<file path="src/rtl/ext_mem_loader.sv">
// Host-side sequencer for the CPU external memory ports: loads the instruction and data images,
// runs the core for a set number of cycles, then streams data-memory words back out.
module ext_mem_loader #(
  parameter int unsigned CNT_W = 16
) (
  input  logic             clk,
  input  logic             arst_n,
  input  logic             start,
  input  logic [CNT_W-1:0] imem_words,
  input  logic [CNT_W-1:0] dmem_words,
  input  logic [CNT_W-1:0] run_cycles,
  input  logic [CNT_W-1:0] dump_words,
  input  logic             in_valid,
  output logic             in_ready,
  input  logic [31:0]      in_data,
  output logic             out_valid,
  input  logic             out_ready,
  output logic [31:0]      out_data,
  output logic             cpu_enable,
  output logic [31:0]      addr_ext,
  output logic [31:0]      wdata_ext,
  output logic             wen_ext,
  output logic             ren_ext,
  output logic [31:0]      addr_ext_2,
  output logic [31:0]      wdata_ext_2,
  output logic             wen_ext_2,
  output logic             ren_ext_2,
  input  logic [31:0]      rdata_ext_2,
  output logic             busy,
  output logic             done
);

  typedef enum logic [2:0] {
    StIdle,
    StLoadI,
    StLoadD,
    StRun,
    StRdReq,
    StRdWait,
    StOut
  } state_e;

  state_e           state_q;
  logic [CNT_W-1:0] imem_cnt_q, dmem_cnt_q, run_cnt_q, dump_cnt_q, idx_q;

  state_e      after_start, after_load_i, after_load_d, after_run;
  logic        hs;
  logic [31:0] idx_addr, idx_next_addr;

  // Each stage hands over to the next stage with a nonzero count, or back to idle.
  always_comb begin
    after_run    = (dump_cnt_q != '0) ? StRdReq : StIdle;
    after_load_d = (run_cnt_q != '0) ? StRun : after_run;
    after_load_i = (dmem_cnt_q != '0) ? StLoadD : after_load_d;
    if (imem_words != '0)      after_start = StLoadI;
    else if (dmem_words != '0) after_start = StLoadD;
    else if (run_cycles != '0) after_start = StRun;
    else if (dump_words != '0) after_start = StRdReq;
    else                       after_start = StIdle;
  end

  assign in_ready      = (state_q == StLoadI) || (state_q == StLoadD);
  assign busy          = (state_q != StIdle);
  assign hs            = in_valid & in_ready;
  assign ren_ext       = 1'b0;
  assign idx_addr      = 32'(idx_q) << 2;
  assign idx_next_addr = 32'(idx_q + CNT_W'(1)) << 2;

  always_ff @(posedge clk or negedge arst_n) begin
    if (!arst_n) begin
      state_q     <= StIdle;
      imem_cnt_q  <= '0;
      dmem_cnt_q  <= '0;
      run_cnt_q   <= '0;
      dump_cnt_q  <= '0;
      idx_q       <= '0;
      out_valid   <= 1'b0;
      out_data    <= '0;
      cpu_enable  <= 1'b0;
      addr_ext    <= '0;
      wdata_ext   <= '0;
      wen_ext     <= 1'b0;
      addr_ext_2  <= '0;
      wdata_ext_2 <= '0;
      wen_ext_2   <= 1'b0;
      ren_ext_2   <= 1'b0;
      done        <= 1'b0;
    end else begin
      wen_ext   <= 1'b0;
      wen_ext_2 <= 1'b0;
      done      <= 1'b0;
      unique case (state_q)
        StIdle: begin
          if (start) begin
            imem_cnt_q <= imem_words;
            dmem_cnt_q <= dmem_words;
            run_cnt_q  <= run_cycles;
            dump_cnt_q <= dump_words;
            idx_q      <= '0;
            state_q    <= after_start;
            done       <= (after_start == StIdle);
          end
        end
        StLoadI: begin
          if (hs) begin
            wen_ext   <= 1'b1;
            addr_ext  <= idx_addr;
            wdata_ext <= in_data;
            if (idx_q == imem_cnt_q - CNT_W'(1)) begin
              idx_q   <= '0;
              state_q <= after_load_i;
              done    <= (after_load_i == StIdle);
            end else begin
              idx_q <= idx_q + CNT_W'(1);
            end
          end
        end
        StLoadD: begin
          if (hs) begin
            wen_ext_2   <= 1'b1;
            addr_ext_2  <= idx_addr;
            wdata_ext_2 <= in_data;
            if (idx_q == dmem_cnt_q - CNT_W'(1)) begin
              idx_q   <= '0;
              state_q <= after_load_d;
              done    <= (after_load_d == StIdle);
            end else begin
              idx_q <= idx_q + CNT_W'(1);
            end
          end
        end
        StRun: begin
          // First RUN cycle keeps the core stopped so a trailing load write lands first.
          if (idx_q != run_cnt_q) begin
            cpu_enable <= 1'b1;
            idx_q      <= idx_q + CNT_W'(1);
          end else begin
            cpu_enable <= 1'b0;
            idx_q      <= '0;
            state_q    <= after_run;
            done       <= (after_run == StIdle);
          end
        end
        StRdReq: begin
          // Entry from OUT pre-issues the read; any other entry issues it here, which also keeps
          // the read clear of a data-memory write still draining from LOAD_D.
          if (!ren_ext_2) begin
            ren_ext_2  <= 1'b1;
            addr_ext_2 <= idx_addr;
          end else begin
            ren_ext_2 <= 1'b0;
            state_q   <= StRdWait;
          end
        end
        StRdWait: begin
          out_data  <= rdata_ext_2;
          out_valid <= 1'b1;
          state_q   <= StOut;
        end
        StOut: begin
          if (out_ready) begin
            out_valid <= 1'b0;
            if (idx_q == dump_cnt_q - CNT_W'(1)) begin
              idx_q   <= '0;
              state_q <= StIdle;
              done    <= 1'b1;
            end else begin
              idx_q      <= idx_q + CNT_W'(1);
              ren_ext_2  <= 1'b1;
              addr_ext_2 <= idx_next_addr;
              state_q    <= StRdReq;
            end
          end
        end
        default: state_q <= StIdle;
      endcase
    end
  end

endmodule

</file>
<file path="config.mk">
export PLATFORM = sky130hd
export DESIGN_NAME = ext_mem_loader
export DESIGN_NICKNAME = d
export VERILOG_FILES = /design/src/rtl/ext_mem_loader.sv
export SDC_FILE = /design/constraint.sdc
export NUM_CORES = 1
export LEC_CHECK = 0
export ABC_AREA = 1
export BUFFER_PORTS_ARGS = -buffer_cell sky130_fd_sc_hd__buf_2
export CAP_MARGIN = 20
export CORE_ASPECT_RATIO = 0.5
export CORE_MARGIN = 4
export CORE_UTILIZATION = 45
export CTS_CLUSTER_DIAMETER = 40
export DETAILED_ROUTE_END_ITERATION = 6
export PLACE_DENSITY = 0.8
export SLEW_MARGIN = 20
export SYNTH_ARGS = -nofsm -noshare
export SYNTH_HDL_FRONTEND = slang
export SYNTH_SLANG_ARGS = --single-unit
</file>
<file path="constraint.sdc">
create_clock -name clk -period 3.53 [get_ports clk]
set_input_delay 0.706 -clock clk [delete_from_list [all_inputs] [get_ports clk]]
set_output_delay 0.706 -clock clk [all_outputs]
set_load 0.005 [all_outputs]
</file>
==> impl_metrics.toml <==
[sta]
setup_tns_ns = 0
fin_skew_ns = 0.01204
timing.final.ws_setup_ns = 0.8892
timing.final.max_slew_violations = 0
rsz0062_at_grt = "no"
setup_viol = 0
max_slew_margin = 0.4311
fmaxAchievable_ghz = 0.3787
period_share = 0.7481
max_slew.worst_pin.slew_ns = 0.8534
period_minus_slack_ns = 2.641
hold_violations = 0
hold_ws_ns = 0.1169

[setup_path]
critical_path.max_stage_delay_ns = 0.70
crit_arrival_ns = 3.12
cell_with_the_largest_stage_delay_on_the_worst_path = "dfrtp_1"
crit_path_cell_trace = "inv_1 > nor3_1 > nand2_1 > nor2_1 > nand3_1 > xor2_1 > o21ai_0 > nand3_1 > nand2_1"
timing.setup.critical_path_class = "register to register"
worst-path-max-fanout = 10
critical_path_required_ns = 4.01
worst_setup_slack_for_register_to_register_paths_ns = 0.89
worst_setup_path_end_kind = "register"
setup.worst_path.start_class = "register"

[finish]
antennaDiodeCount = 0
area.growth.synth_to_final_pct = 19.79
most-common-layout-cells = "nand2_1, buf_2, dfrtp_1, o21ai_0, inv_1"
sequential_cell_area_mm2 = 0.005455
share_of_cells_above_drive_strength_1 = 0.2263
design.final.nets = 1933
most_common_cell_after_layout_fill_and_taps_aside = "nand2_1"
finalNonFillerCells = 2160
finish.utilization = 0.5571
multi_input_area_mm2 = 0.005482
fillCellCount = 2353

[cts]
cts.hold.buffers_added = 0
cts.repair.resized = 0
cts_buffer_depth = 3
htreeDepth = 1
path_clk_slew_ns = 0.06
clkLatencyLatePin_ns = 0.54
tritoncts = "done"
cts_root_buf = "clkbuf_16"
clkSinkCount = 218
cts_post_setup_buffers_inserted = 0
cts_inserted_buffers = 27

[placed_design]
placed_cells_incl_taps = 2111
io_buffer_count = 269
dpl_worst_slack_ns = 0.9981
place_congestion = 0.9707
dpl.hpwl_um = 26060

[floorplanning]
floorplan.rows = 41
ioPinCount = 302
core_mm2 = 0.02565
die_area_mm2 = 0.02933
dieHeight_um = 123.1
die-width_um = 238.2
initial_core_util = 0.4650

[hold_path]
worst_hold_path_type = "input pin to async pin"

[logic_synthesis]
synth_area_mm2 = 0.01193
synth.ff_latch_count = 218
seq_area_frac_synth = 0.4574
synth_async_sr_flop_share = 1.000
average_size_of_a_mapped_cell_um2 = 7.710
most_frequently_used_flop_master_after_synthesis = "dfrtp_1"
synth_edf_count = 0
yosysWarningCount = 0
post_synth_num_cell_types = 44
syn_inst = 1547

[detailed_routing]
drt-total-wl_um = 34690
routed_wire_length_per_instance_um = 16.06
drt_drc_violations_left = 0
dr.pass1.iters = 7
vias = 10900
drt_iter0_markers = 993
count_of_antenna_violating_nets_left_after_detailed_routing = 0
vias_per_std_cell = 5.045

[run]
max-cap-violations = 0

[grt]
groute.layer.met2.usage = 0.3761
antenna_violations_before_repair = 0
vias_in_the_first_global_route = 10320
gr-usage-met3 = 0.05839
globalRouteOverflowTotal = 0
grt_busiest_layer = "met2"
track_usage = 0.2296
grt_util_met1 = 0.3077
grt_start_max_net_pins = 96
wire_length_of_the_first_global_routing_pass_um = 54280

[pwr]
ir_worst_vdd_mv = 0.3664
p_per_area_mw_per_mm2 = 806.1
power_leakage_uw = 0.007471

[run_status]
run_status = "finished, final reports clean"
[per-layer routing]
metal  vias to the layer above  routed length (um)  share of wire
li1                       5321                   -              -
met1                      5083               14910           0.43
met2                       423               16030           0.46
met3                        71                2966          0.086
met4                         0                 783          0.023
met5                         -                   0              0
[Yosys cell counts, drive strengths merged, types with 3 or more instances]
| master | count | area (um^2) |
|---|---|---|
| xor2 | 31 | 271.5 |
| xnor2 | 36 | 315.3 |
| inv | 154 | 578.1 |
| nor4 | 13 | 81.33 |
| nand2 | 515 | 1993 |
| o21ai | 158 | 798.3 |
| buf | 62 | 424.2 |
| nor3 | 16 | 80.08 |
| and3 | 4 | 25.02 |
| mux2 | 32 | 360.4 |
| clkbuf | 29 | 108.9 |
| a21oi | 8 | 47.55 |
| nor2 | 139 | 604.3 |
| nand3b | 14 | 105.1 |
| ha | 4 | 50.05 |
| nand3 | 84 | 430.4 |
| and2 | 3 | 18.77 |
| nand4 | 15 | 93.84 |
| o22ai | 3 | 25.02 |
| dfrtp | 218 | 5455 |
[flip-flops by register name, summed over array words and instances, names as in the netlist]
signal	count
out_data	32
wdata_ext	32
wdata_ext_2	32
addr_ext_2	17
addr_ext	16
dmem_cnt_q	16
dump_cnt_q	16
idx_q	16
imem_cnt_q	16
run_cnt_q	16
state_q	3
cpu_enable	1
done	1
out_valid	1
ren_ext_2	1
wen_ext	1
wen_ext_2	1
[power by group]
group	switching (uW)	internal, uW	total, uW
combinational	2810	1820	4620
sequential	782	3450	4230
clock	1170	1500	2660
total	4750	6760	11500
[worst max-delay path: cells and delay by family, from the launching register on]
family | cells | cell delay [ns]
flip-flops | 1 | 0.70
buffers and inverters | 1 | 0.28
XOR/XNOR | 1 | 0.18
AND/OR/NAND/NOR | 6 | 1.19
AO/OA/AOI/OAI | 1 | 0.22
[final cells by class]
cell class / count / area share
multi-input cells: 1114 / 0.3836
repair buffers: 280 / 0.1025
inverters: 155 / 0.04072
clock inverters: 16 / 0.01103
well taps: 344 / 0.03012
clock buffers: 33 / 0.05026
flip-flops and latches: 218 / 0.3818
[cell families after synthesis]
logic type,Yosys count,share of synthesized area
AO/OA/AOI/OAI,175,0.07689
XOR/XNOR,67,0.04920
adder cells (fa/ha/maj),4,0.004196
buffers and inverters,246,0.09346
flip-flops,218,0.4574
multiplexers,32,0.03021
other,1,0.0003144
AND/OR/NAND/NOR,804,0.2884
[worst paths after layout]
| check | startpoint | endpoint | depth (start not counted) |
|---|---|---|---|
| min | arst_n | wdata_ext_2[7] | 1 |
| min in group clk | run_cycles[11] | run_cnt_q[11] | 3 |
| max | idx_q[0] | addr_ext_2[15] | 9 |
| min reg2reg | addr_ext[13] | addr_ext[13] | 2 |
| max in group asynchronous | arst_n | imem_cnt_q[8] | 2 |
| max reg2reg | idx_q[0] | addr_ext_2[15] | 9 |
[stage by stage]
step | area (um^2) | power, uW
final | 14290 | 11520
after global routing | 14290 | 12450
after CTS | 14290 | 11560
after detailed placement | 13410 | 8849
after global placement | 13410 | 8707
after floorplan | 12040 | 7329
Note: power is estimated with default switching activity, not from simulation.
